### src/rtl/msrh_freelist_mp_if.sv
// Pop/push/checkpoint bundle between rename/commit logic and the multi-lane RNID freelist.
interface msrh_freelist_mp_if #(
  parameter int WIDTH  = 2,
  parameter int DEPTH  = 32,
  parameter int DATA_W = 7
);
  localparam int PTR_W = $clog2(DEPTH) + 1;

  logic [WIDTH-1:0]        i_pop_valid;
  logic                    o_pop_ready;
  logic [WIDTH*DATA_W-1:0] o_pop_id;
  logic [WIDTH-1:0]        i_push_valid;
  logic [WIDTH*DATA_W-1:0] i_push_id;
  logic [PTR_W-1:0]        o_head_ptr;
  logic                    i_restore_valid;
  logic [PTR_W-1:0]        i_restore_head;
  logic [PTR_W-1:0]        o_free_cnt;
  logic                    o_empty;
  logic                    o_err;

  modport master (
    output i_pop_valid, i_push_valid, i_push_id, i_restore_valid, i_restore_head,
    input  o_pop_ready, o_pop_id, o_head_ptr, o_free_cnt, o_empty, o_err
  );

  modport slave (
    input  i_pop_valid, i_push_valid, i_push_id, i_restore_valid, i_restore_head,
    output o_pop_ready, o_pop_id, o_head_ptr, o_free_cnt, o_empty, o_err
  );
endinterface

### src/rtl/msrh_freelist_mp.sv
// Multi-lane circular freelist of physical RNIDs: all-or-nothing grouped pops,
// multi-lane pushes, free count, and head checkpoint/restore for branch recovery.
module msrh_freelist_mp #(
  parameter int WIDTH     = 2,
  parameter int DEPTH     = 32,
  parameter int DATA_W    = 7,
  parameter int INIT_BASE = 32,
  parameter int INIT_CNT  = 32,
  localparam int PTR_W    = $clog2(DEPTH) + 1
) (
  input  logic                 i_clk,
  input  logic                 i_reset_n,
  msrh_freelist_mp_if.slave    fl_if
);
  localparam int IDX_W = PTR_W - 1;

  logic [DATA_W-1:0]       mem_q [DEPTH];
  logic [PTR_W-1:0]        head_q, head_d;
  logic [PTR_W-1:0]        tail_q, tail_d;
  logic                    err_q, err_d;

  logic [PTR_W-1:0]        free_cnt_s;
  logic [PTR_W-1:0]        pop_cnt_s;
  logic [PTR_W-1:0]        push_cnt_s;
  logic [IDX_W-1:0]        pop_idx_s  [WIDTH];
  logic [IDX_W-1:0]        push_idx_s [WIDTH];
  logic [WIDTH*DATA_W-1:0] pop_id_s;
  logic                    grant_s;
  logic [PTR_W:0]          occ_s;
  logic [PTR_W-1:0]        rest_dist_s;
  logic                    overflow_s;
  logic                    bad_restore_s;

  // Compacted lane offsets: each active lane takes the next slot after the lanes below it.
  always_comb begin
    pop_cnt_s  = '0;
    push_cnt_s = '0;
    for (int j = 0; j < WIDTH; j++) begin
      pop_idx_s[j]  = head_q[IDX_W-1:0] + pop_cnt_s[IDX_W-1:0];
      push_idx_s[j] = tail_q[IDX_W-1:0] + push_cnt_s[IDX_W-1:0];
      pop_cnt_s     = pop_cnt_s + PTR_W'(fl_if.i_pop_valid[j]);
      push_cnt_s    = push_cnt_s + PTR_W'(fl_if.i_push_valid[j]);
    end
  end

  always_comb begin
    pop_id_s = '0;
    for (int j = 0; j < WIDTH; j++) begin
      pop_id_s[j*DATA_W +: DATA_W] = mem_q[pop_idx_s[j]];
    end
  end

  // Grant, next pointers and error detection.
  always_comb begin
    free_cnt_s    = tail_q - head_q;
    grant_s       = (free_cnt_s >= pop_cnt_s) && !fl_if.i_restore_valid;
    tail_d        = tail_q + push_cnt_s;
    occ_s         = {1'b0, free_cnt_s} + {1'b0, push_cnt_s}
                    - (grant_s ? {1'b0, pop_cnt_s} : {(PTR_W+1){1'b0}});
    overflow_s    = occ_s > (PTR_W+1)'(DEPTH);
    rest_dist_s   = tail_d - fl_if.i_restore_head;
    bad_restore_s = fl_if.i_restore_valid && ({1'b0, rest_dist_s} > (PTR_W+1)'(DEPTH));
    if (fl_if.i_restore_valid) begin
      head_d = fl_if.i_restore_head;
    end else if (grant_s) begin
      head_d = head_q + pop_cnt_s;
    end else begin
      head_d = head_q;
    end
    err_d = err_q | overflow_s | bad_restore_s;
  end

  // Pointer/flag state and storage; reset preloads the initial RNID range.
  always_ff @(posedge i_clk) begin
    if (!i_reset_n) begin
      head_q <= '0;
      tail_q <= PTR_W'(INIT_CNT);
      err_q  <= 1'b0;
      for (int i = 0; i < DEPTH; i++) begin
        mem_q[i] <= (i < INIT_CNT) ? DATA_W'(INIT_BASE + i) : {DATA_W{1'b0}};
      end
    end else begin
      head_q <= head_d;
      tail_q <= tail_d;
      err_q  <= err_d;
      for (int j = 0; j < WIDTH; j++) begin
        if (fl_if.i_push_valid[j]) begin
          mem_q[push_idx_s[j]] <= fl_if.i_push_id[j*DATA_W +: DATA_W];
        end
      end
    end
  end

  assign fl_if.o_pop_ready = grant_s;
  assign fl_if.o_pop_id    = pop_id_s;
  assign fl_if.o_head_ptr  = head_q;
  assign fl_if.o_free_cnt  = free_cnt_s;
  assign fl_if.o_empty     = (free_cnt_s == '0);
  assign fl_if.o_err       = err_q;
endmodule

### src/flat_wrapper.sv
// flat-port wrapper written by rule: the top's interface ports become plain ports
module msrh_freelist_mp_flat 
#(
  parameter int WIDTH     = 2,
  parameter int DEPTH     = 32,
  parameter int DATA_W    = 7,
  parameter int INIT_BASE = 32,
  parameter int INIT_CNT  = 32,
  localparam int PTR_W    = $clog2(DEPTH) + 1
)
  (i_clk, i_reset_n, fl_if_i_pop_valid, fl_if_i_push_valid, fl_if_i_push_id, fl_if_i_restore_valid, fl_if_i_restore_head, fl_if_o_pop_ready, fl_if_o_pop_id, fl_if_o_head_ptr, fl_if_o_free_cnt, fl_if_o_empty, fl_if_o_err);
  msrh_freelist_mp_if #(.WIDTH(WIDTH), .DEPTH(DEPTH), .DATA_W(DATA_W)) fl_if_i ();
  input  logic i_clk;
  input  logic i_reset_n;
  input wire logic [$bits(fl_if_i.i_pop_valid)-1:0] fl_if_i_pop_valid;
  input wire logic [$bits(fl_if_i.i_push_valid)-1:0] fl_if_i_push_valid;
  input wire logic [$bits(fl_if_i.i_push_id)-1:0] fl_if_i_push_id;
  input wire logic [$bits(fl_if_i.i_restore_valid)-1:0] fl_if_i_restore_valid;
  input wire logic [$bits(fl_if_i.i_restore_head)-1:0] fl_if_i_restore_head;
  output wire logic [$bits(fl_if_i.o_pop_ready)-1:0] fl_if_o_pop_ready;
  output wire logic [$bits(fl_if_i.o_pop_id)-1:0] fl_if_o_pop_id;
  output wire logic [$bits(fl_if_i.o_head_ptr)-1:0] fl_if_o_head_ptr;
  output wire logic [$bits(fl_if_i.o_free_cnt)-1:0] fl_if_o_free_cnt;
  output wire logic [$bits(fl_if_i.o_empty)-1:0] fl_if_o_empty;
  output wire logic [$bits(fl_if_i.o_err)-1:0] fl_if_o_err;
  assign fl_if_i.i_pop_valid = fl_if_i_pop_valid;
  assign fl_if_i.i_push_valid = fl_if_i_push_valid;
  assign fl_if_i.i_push_id = fl_if_i_push_id;
  assign fl_if_i.i_restore_valid = fl_if_i_restore_valid;
  assign fl_if_i.i_restore_head = fl_if_i_restore_head;
  assign fl_if_o_pop_ready = fl_if_i.o_pop_ready;
  assign fl_if_o_pop_id = fl_if_i.o_pop_id;
  assign fl_if_o_head_ptr = fl_if_i.o_head_ptr;
  assign fl_if_o_free_cnt = fl_if_i.o_free_cnt;
  assign fl_if_o_empty = fl_if_i.o_empty;
  assign fl_if_o_err = fl_if_i.o_err;
  msrh_freelist_mp #(.WIDTH(WIDTH), .DEPTH(DEPTH), .DATA_W(DATA_W), .INIT_BASE(INIT_BASE), .INIT_CNT(INIT_CNT)) u_core (.i_clk(i_clk), .i_reset_n(i_reset_n), .fl_if(fl_if_i));
endmodule
### config.mk
export PLATFORM = sky130hd
export DESIGN_NAME = msrh_freelist_mp_flat
export DESIGN_NICKNAME = d
export VERILOG_FILES = /design/src/rtl/msrh_freelist_mp_if.sv /design/src/rtl/msrh_freelist_mp.sv /design/src/flat_wrapper.sv
export SDC_FILE = /design/constraint.sdc
export NUM_CORES = 1
export LEC_CHECK = 0
export CORE_UTILIZATION = 57
export CTS_BUF_LIST = sky130_fd_sc_hd__clkbuf_4 sky130_fd_sc_hd__clkbuf_8 sky130_fd_sc_hd__clkbuf_16
export DETAILED_ROUTE_END_ITERATION = 12
export PLACE_DENSITY = 0.88
export REMOVE_ABC_BUFFERS = 1
export SLEW_MARGIN = 10
export SYNTH_ARGS = -nofsm -noshare
export SYNTH_HDL_FRONTEND = slang
export SYNTH_SLANG_ARGS = --single-unit
### constraint.sdc
create_clock -name i_clk -period 4.9 [get_ports i_clk]
set_input_delay 0.735 -clock i_clk [delete_from_list [all_inputs] [get_ports i_clk]]
set_output_delay 0.735 -clock i_clk [all_outputs]
set_load 0.01 [all_outputs]
### Yosys cells after proc, flatten, opt, wreduce, memory -nomap -nowiden

Memory sizes are Yosys's and may differ from the RTL's. A register that Yosys moved wholly into a read port is not among the register bits.
Index checks and enable logic that the tools add are counted.
W data, S select, Z words.

* $mul: 0
* div/mod/pow operators: 0
* add/subtract/negate cells: 10
* shift operators: 0
* reductions and logical operators: 7
* muxes and demuxes: 18
* magnitude comparators: 3
* equal/unequal tests: 0
* bitwise gates (word level): 2

Operator list (number)
* $mux W5: 4
* $mux W6: 3
* $mux W7: 2
* $reduce_or A7 Y1: 2
* $add A6 B6 Y6: 2
* $sub A6 B6 Y6: 2
* $add A5 B1 Y5: 2
* $mux W1: 9
* $add A6 B6 Y7: 1
* $gt A7 B6 Y1 const B: 1
* $sub A7 B7 Y7: 1
* $ge A6 B6 Y1: 1
* $gt A6 B6 Y1 const B: 1
* $logic_not A6 Y1: 1
* $add A1 B1 Y2: 2
* $logic_and A1 B1 Y1: 2
* $or A1 B1 Y1: 2
* $reduce_bool A2 Y1: 1
* $logic_not A1 Y1: 1

* output and inout bits: 29
* latch bits: 0
* bits in writable memories: 224
* input port bits: 27
* memories: 1
* bits in registers: 13
* word-level logic and storage cells: 44
* ROM bits: 0

Memories
* u_core.mem_q: words 32, width 7, read ports 2, clocked after memory_dff 1, wr ports 32, line msrh_freelist_mp.sv:17 `logic [DATA_W-1:0] mem_q [DEPTH];`

### Longest topological paths before layout

Gate-level depths: netlist of the first run.

* depth in word-level cells: 8
* gate-level depth with buffers: 24
* gate-level depth less buffers: 24

### Worst setup path after synthesis of the first run

No wires, ideal clock.

* kind: register -> register
* start: reg u_core.tail_q[0]
* end: reg u_core.err_q, in the netlist u_core.fl_if.o_err
* stages on the path, launching flop included: 24
* setup slack: 0.297 ns
* buffers on the path: 0
* arrival time: 4.477 ns
* clock period less this slack: 4.603 ns
* cells stage by stage: dfxtp_1 inv_1 ha_1 inv_1 fa_1 and3_1 o21a_1 or2_2 ha_1 o21ai_0 o22ai_1 nor3_2 nor2_1 and2_1 ha_1 inv_1 ha_1 fa_1 a21oi_1 o21bai_1 a21oi_1 or2_2 mux2i_1 o41a_1

* longest elaborated chain between the ends: 8

Ends and longest elaborated chain
* start: declaration: line msrh_freelist_mp.sv:19 `logic [PTR_W-1:0] tail_q, tail_d;`
* start signal: assignment: line msrh_freelist_mp.sv:77 `tail_q <= PTR_W'(INIT_CNT);`
* start signal: assignment: line msrh_freelist_mp.sv:84 `tail_q <= tail_d;`
* $sub A6 B6 Y6: line msrh_freelist_mp.sv:55 `free_cnt_s = tail_q - head_q;`
* $ge A6 B6 Y1: line msrh_freelist_mp.sv:56 `grant_s = (free_cnt_s >= pop_cnt_s) && !fl_if.i_restore_valid;`
* $logic_and A1 B1 Y1: line msrh_freelist_mp.sv:56
* via fl_if_o_pop_ready: line flat_wrapper.sv:20 `output wire logic [$bits(fl_if_i.o_pop_ready)-1:0] fl_if_o_pop_ready;`
* $mux W6: line msrh_freelist_mp.sv:59 `- (grant_s ? {1'b0, pop_cnt_s} : {(PTR_W+1){1'b0}});`
* $sub A7 B7 Y7: line msrh_freelist_mp.sv:59
* $gt A7 B6 Y1: line msrh_freelist_mp.sv:60 `overflow_s = occ_s > (PTR_W+1)'(DEPTH);`
* $or A1 B1 Y1 (2 in series): line msrh_freelist_mp.sv:70 `err_d = err_q | overflow_s | bad_restore_s;`
* end signal: assignment: line msrh_freelist_mp.sv:85 `err_q <= err_d;`
* end: declaration: line msrh_freelist_mp.sv:20 `logic err_q, err_d;`

The timed path passes the listed nets, and every way through them passes these cells.
A chain may end at the register's enable or synchronous reset.

### Final worst setup path of the first run

* start: in fl_if_i_pop_valid[0]
* end: out fl_if_o_pop_id[11]

* longest elaborated chain between the ends: 2

Ends and longest elaborated chain
* start: declaration: line flat_wrapper.sv:15 `input wire logic [$bits(fl_if_i.i_pop_valid)-1:0] fl_if_i_pop_valid;`
* $add A5 B1 Y5: line msrh_freelist_mp.sv:39 `pop_idx_s[j] = head_q[IDX_W-1:0] + pop_cnt_s[IDX_W-1:0];`
* $mem_v2 Z32 W7
* end: declaration: line flat_wrapper.sv:21 `output wire logic [$bits(fl_if_i.o_pop_id)-1:0] fl_if_o_pop_id;`

No other way between the ends.

==> metrics.md, run 1 <==
| Metric | Value |
|---|---|
| Status | `finished, final reports clean` |
| Port buffer count | `55` |
| Final Core Density | `66.25%` |
| Post-synth EDFFs | `between 200 and 250` |
| Worst-margin pin slew | `~1400 ps` |
| Setup Crit Path Kind | `in2out` |
| CP arrival | `about 4000 ps` |
| YS warnings | `0` |
| Setup crit start | `fl_if_i_pop_valid[0]` |
| TritonCTS buffer count | `27` |
| CTS clk-pin slew, worst paths | `~60 ps` |
| Switching power | `roughly 1.9 mW` |
| H-tree lvl count | `1` |
| Combinational power share | `27.4%` |
| Hold_sp | `u_core.fl_if.o_err` |
| DRT iter0 DRCs | `2,678` |
| RSZ-0062 raised after global routing | `false` |
| Synth Flop Type | `edfxtp_1` |
| Pre-CTS WS | `15.69 ps` |
| Final net count | `around 1.5k` |
| Routed Antenna Nets | `0` |
| Final worst slack | `153.3 ps` |
| FMAX | `210.7 MHz` |
| Peak supply drop | `approximately 0.00034 V` |
| Post-Syn Instances | `roughly 1.4k` |
| Pint | `4.416 mW` |
| CP top delay family | `multiplexers` |
| Max-Cap Viols | `0` |
| Synthesized area per cell | `11.47 sq um` |
| Synth cell types | `60` |
| Pin count of the biggest net entering global routing | `34` |
| Seq/Total Area, Yosys | `between 40 and 50%` |
| CP Capture Type | `output port` |
| Clock latency on the worst-skew pair | `550 ps` |
| Routed vias | `13.34k` |
| Worst path slowest cell | `mux4_2` |
| Tot Pwr | `6.303 mW` |
| CTS tree | `done` |
| Critical Path Fanout Max | `11` |
| Final setup fails | `0` |
| Sequential Power Share | `a little under two fifths` |
| Max incr delay on CP | `560 ps` |
| Vias in the first global route | `12.84k` |
| Fraction of layout cells with a size suffix above 1 | `20.36%` |
| HPWL after DPL | `35,900 um` |
| Tcrit/Tclk final | `96.87%` |
| PwrDens | `350.1 nW/um^2` |
| Post-synthesis register bit count | `approximately 240` |
| Core box area | `about 27,000 sq um` |
| Net Sw Frac | `29.94%` |
| Clk_skew | `about 17 ps` |
| IO Pins | `56` |
| First-pass GRT wire length | `a little under 80,000 um` |
| Clock tree buffer depth | `3` |
| Chip width | `about 170 um` |
| Slew HR | `9.135%` |
| Clk pwr share | `about a third` |
| Root buffer cell | `clkbuf_16` |
| R2r startpoint | `u_core.tail_q[0]` |
| Initial Utilization | `58.60%` |
| Die height | `169.2 um` |
| DRT Pass-1 Iters | `7` |
| Detailed Route WL | `52,420 um` |
| Placer Congestion | `slightly above 1` |
| Hold Crit Class | `reg2reg` |
| Slew Limit Fails | `0` |
| Drt via density | `7.324` |
| Final Hold Vio Count | `0` |
| Ys async rst share | `0%` |
| Wirelength per Cell | `28.77 um` |
| Grt ovf | `0` |
| Clock sink count | `242` |
| Cell Chain, Critical Path | `clkdlybuf4s50_1 -> buf_4 -> ha_4 -> buf_4 -> mux4_2 -> mux4_2 -> mux2_2 -> clkdlybuf4s50_1` |
| Worst Setup Start Kind | `input pin` |
| GRT Util Overall | `37.01%` |
| Row Count | `60` |
| Synthesized cell area | `15,930 sq um` |
| Area grow syn2layout | `13.06%` |
| Critical path buffers and inverters | `4` |
| CP required | `4160 ps` |
| Leak Pwr | `5.936 nW` |
| Post-route minimum period | `roughly 4700 ps` |
| Die area | `28,610 sq um` |
| Antenna violations before repair | `2` |
| DRC violations left | `0` |
## logic make-up (layout without fill, tap and decap cells)
family	Yosys count	in the layout	share of synthesized area [%]
AND/OR/NAND/NOR	497	497	13.95
AO/OA/AOI/OAI	210	210	7.487
other	0	1	0
buffers and inverters	149	210	3.881
XOR/XNOR	17	17	1.021
multiplexers	236	236	25.97
flip-flops	242	242	44.50
adder cells (fa/ha/maj)	37	37	3.190
## layout make-up
cell class,instances,area (sq um)
Antenna cell,1,2.502
Clock buffer,30,698.2
Clock inverter,20,232.7
Fill cell,1920,9171
Inverter,38,142.6
Multi-Input combinational cell,997,8258
Sequential cell,242,7094
Tap cell,372,465.4
Timing Repair Buffer,122,1111
## sequential cells by signal, indices dropped and copies added, names as in the netlist, named ones only
| name | cells |
|---|---|
| u_core.fl_if.o_head_ptr | 6 |
| u_core.fl_if.o_err | 1 |
| u_core.tail_q | 6 |
| u_core.mem_q | 224 |
## final timing paths
check,end,slack [ps],depth (start not counted)
worst min register to register,u_core.fl_if.o_err,520,1
worst max register to register,u_core.fl_if.o_err,300,23
worst max-delay path,fl_if_o_pop_id[11],150,8
worst min-delay path,u_core.fl_if.o_err,520,1
## cell usage after synthesis, types with 14 or more instances
library cell    n  share of area, %
edfxtp_1      224                42
o21ai_0        71               2.2
a21oi_1        88               2.8
mux2i_1        78               4.9
nand3_1        52               1.6
mux2_2         18               1.3
nor2_1        126               3.0
a31oi_1        15              0.59
nand2_1       185               4.4
dfxtp_1        18               2.3
mux4_2        140                20
nand3b_1       15              0.71
nor3_1         65               2.0
buf_2          14              0.44
clkbuf_1       81               1.9
inv_1          37              0.87
ha_1           31               2.4
## routing by layer
layer / track usage, % / share of wire, %
met2: 57.11 / 45
met4: 21.27 / 6.8
met5: 0 / 0.025
met3: 11.61 / 17
met1: 46.35 / 31
## cell usage in the layout, fill, tap and decap left out, drive strengths merged, types with 3 or more instances in the layout
master / Yosys / layout
nand3b: 15 / 15
nand3: 52 / 52
or2: 5 / 5
buf: 30 / 68
nor2: 130 / 130
ha: 31 / 31
or3: 5 / 5
xnor2: 11 / 11
and3: 7 / 7
o22ai: 3 / 3
mux4: 140 / 140
clkdlybuf4s50: 0 / 54
a31oi: 15 / 15
edfxtp: 224 / 224
a21oi: 88 / 88
nor4: 3 / 3
nand4: 4 / 4
clkbuf: 81 / 30
nand2: 185 / 185
o21a: 3 / 3
a21o: 5 / 5
dfxtp: 18 / 18
nand2b: 10 / 10
inv: 37 / 39
mux2: 18 / 18
o21ai: 72 / 72
nor3: 66 / 66
xor2: 5 / 5
and2: 8 / 8
o221ai: 3 / 3
mux2i: 78 / 78
fa: 6 / 6
bufinv: 0 / 5
clkinv: 1 / 12
## power by group through the flow
stage / logic, mW / registers [mW] / clock network [mW]
6_report: 1.73 / 2.41 / 2.16
3_3_place_gp: 1.60 / 2.45 / 0
4_1_cts: 1.66 / 2.41 / 2.14
2_1_floorplan: 0.990 / 2.46 / 0
5_1_grt: 1.80 / 2.42 / 2.22
3_5_place_dp: 1.65 / 2.45 / 0
## timing repair
| item | CTS | global route |
|---|---|---|
| hold buffers | 0 | 0 |
| resized for setup | 0 | 6 |
| endpoints found under the setup margin | 0 | 1 |
| setup buffers | 0 | 3 |
## metrics by stage
step           cell area, sq um  TNS (ps)  hold slack [ps]  cells
3_5_place_dp              17040         0            497.3   1768
4_1_cts                   17970         0            522.3   1818
2_1_floorplan             15450     -1083            506.7   1277
5_1_grt                   18000         0            555.1   1821
3_3_place_gp              17040         0            508.8   1768
6_report                  18000         0            522.7   1822
Note: power is estimated with default switching activity, not from simulation.
==> inputs of run 2 (changes only) <==
--- a/config.mk
+++ b/config.mk
@@ -5,10 +5,10 @@
 export SDC_FILE = /design/constraint.sdc
 export NUM_CORES = 1
 export LEC_CHECK = 0
-export CORE_UTILIZATION = 57
+export CORE_UTILIZATION = 58
 export CTS_BUF_LIST = sky130_fd_sc_hd__clkbuf_4 sky130_fd_sc_hd__clkbuf_8 sky130_fd_sc_hd__clkbuf_16
 export DETAILED_ROUTE_END_ITERATION = 12
-export PLACE_DENSITY = 0.88
+export PLACE_DENSITY = 0.76
 export REMOVE_ABC_BUFFERS = 1
 export SLEW_MARGIN = 10
 export SYNTH_ARGS = -nofsm -noshare
==> constraint.sdc (replaced) <==
create_clock -name i_clk -period 4.55 [get_ports i_clk]
set_input_delay 0.6825 -clock i_clk [delete_from_list [all_inputs] [get_ports i_clk]]
set_output_delay 0.6825 -clock i_clk [all_outputs]
set_load 0.01 [all_outputs]
==> metrics.md, run 2 (same netlist as run 1, synthesis figures left out) <==
| Metric | Value |
|---|---|
| Status | `finished, final reports clean` |
| R2R depth | `23 (unchanged)` |
| Worst Setup Start Kind | `input pin` |
| Chip width | `167.7 um (-0.86%)` |
| Clk_skew | `8.746 ps (-8.349 ps)` |
| TritonCTS buffer count | `26 (-3.7%)` |
| PwrDens | `369.1 nW/um^2 (+5.4%)` |
| Pre-CTS WS | `-80.75 ps (-96.44 ps)` |
| H-tree lvl count | `1 (unchanged)` |
| Port buffer count | `55 (unchanged)` |
| Grt ovf | `0 (unchanged)` |
| Root buffer cell | `clkbuf_16` |
| CTS clk-pin slew, worst paths | `60 ps (about the same)` |
| CP Capture Type | `output port` |
| Routed vias | `12.83k (-3.9%)` |
| Placer Congestion | `0.9596 (-5.5%)` |
| First-pass GRT wire length | `75,470 um (-2.8%)` |
| Vias in the first global route | `12.68k (-1.3%)` |
| Die area | `28,120 sq um (-1.7%)` |
| R2r startpoint | `u_core.tail_q[0]` |
| DRT iter0 DRCs | `1,871 (-30%)` |
| Final setup fails | `0 (unchanged)` |
| Final net count | `1,506 (+0.94%)` |
| Critical Path Fanout Max | `28 (+17)` |
| Initial Utilization | `59.09% (+0.49 points)` |
| Final Hold Vio Count | `0 (unchanged)` |
| Pin count of the biggest net entering global routing | `48 (+41%)` |
| Post-route minimum period | `4461 ps` |
| Area grow syn2layout | `13.39%` |
| Worst-margin pin slew | `1347 ps (-11.60 ps)` |
| FMAX | `224.1 MHz` |
| Slew HR | `9.911% (+0.78 points)` |
| GRT Util Overall | `36.27% (-0.74 points)` |
| Reg-to-reg critical path endpoint | `u_core.fl_if.o_err` |
| Reg with most FFs | `u_core.mem_q` |
| Core box area | `26,950 sq um (-0.83%)` |
| Final worst slack | `88.53 ps (-64.74 ps)` |
| Detailed Route WL | `50,300 um (-4.0%)` |
| Drt via density | `7.115 (-2.9%)` |
| Most frequent cells in the layout | `edfxtp_1, nand2_1, mux4_2, nor2_1, a21oi_1` |
| Tcrit/Tclk final | `98.05%` |
| CP arrival | `3780 ps (-230 ps)` |
| Wirelength per Cell | `27.90 um (-3.0%)` |
| Commonest non-fill, non-tap cell in the layout | `edfxtp_1` |
| Antenna violations before repair | `2 (unchanged)` |
| Crit path to | `fl_if_o_pop_id[12]` |
| DRT Pass-1 Iters | `6 (-1)` |
| Max reg flops | `224 (unchanged)` |
| Row Count | `60 (unchanged)` |
| Max-Cap Viols | `0 (unchanged)` |
| Fraction of layout cells with a size suffix above 1 | `21.29% (+0.93 points)` |
| DRC violations left | `0 (unchanged)` |
| CP required | `3870 ps (-290 ps)` |
| Final Core Density | `67.00% (+0.75 points)` |
| Peak supply drop | `0.0003809 V (+12%)` |
| CTS tree | `done` |
| Cts hold-fix bufs | `0 (unchanged)` |
| Setup Crit Path Kind | `in2out` |
| Clock latency on the worst-skew pair | `540 ps (about the same)` |
| Hold Crit Class | `reg2reg` |
| HPWL after DPL | `35,280 um (-1.7%)` |
| Leak Pwr | `6.001 nW (+1.1%)` |
| R2R setup slack | `180 ps (-120 ps)` |
| Clock tree buffer depth | `3 (unchanged)` |
| Slew Limit Fails | `0 (unchanged)` |
| Clock sink count | `242 (unchanged)` |
| Routed Antenna Nets | `0 (unchanged)` |
| IO Pins | `56 (unchanged)` |
| Die height | `167.7 um (-0.86%)` |
| Setup crit start | `fl_if_i_pop_valid[0]` |
## run 2: cell type report
| type | instances | area (sq um) |
|---|---|---|
| antenna | 1 | 2.502 |
| clock buffer | 33 | 720.7 |
| clock inverter | 14 | 138.9 |
| fill | 1898 | 8894 |
| inverter | 38 | 142.6 |
| multi-input combinational | 997 | 8273 |
| sequential | 242 | 7092 |
| tap | 341 | 426.7 |
| timing repair buffer | 137 | 1261 |
## run 2: worst min-delay path by stage
| stage | from | cells past startpoint | endpoint | slack [ps] |
|---|---|---|---|---|
| after floorplan | u_core.tail_q[5] | 2 | u_core.tail_q[5] | 510 |
| after global placement | u_core.fl_if.o_err | 1 | u_core.fl_if.o_err | 480 |
| after detailed placement | u_core.fl_if.o_err | 1 | u_core.fl_if.o_err | 490 |
| after CTS | u_core.fl_if.o_err | 1 | u_core.fl_if.o_err | 510 |
| after global routing | u_core.fl_if.o_err | 1 | u_core.fl_if.o_err | 530 |
| final | u_core.fl_if.o_err | 1 | u_core.fl_if.o_err | 520 |
## run 2: repair_timing
item / in CTS / in global routing
resized for setup: 0 / 10
buffers inserted: 0 / 2
setup endpoints to repair: 0 / 1
## run 2: power breakdown
part | internal (mW) | switching (mW)
clock network | 1.28 | 0.899
registers | 2.51 | 0.0776
logic | 0.890 | 1.00
total | 4.68 | 1.98
## run 2: stage by stage
stage	hold slack, ps	total power, mW	instance area, sq um	std cells	setup TNS (ps)
floorplan	506.7	3.717	15450	1277	-2851
finish	518.2	6.664	18060	1803	0
global route	529.9	6.834	18050	1802	-30.76
CTS	513.4	6.585	18010	1800	0
global placement	478.5	4.417	17150	1753	0
detailed placement	489.7	4.448	17150	1753	-80.75
## run 2: metal layers
layer  share of wire (%)  GRT usage [%]
met5               0.022              0
met4                 4.8          16.35
met3                  15          11.39
met2                  45          56.58
met1                  35          46.70
## run 2: worst max-delay path, cell delays in order
cell	delay [ps]
clkdlybuf4s50_1	440
buf_4	160
ha_4	150
ha_2	390
buf_12	230
mux4_2	370
mux4_2	530
mux2_2	320
clkdlybuf4s50_1	490
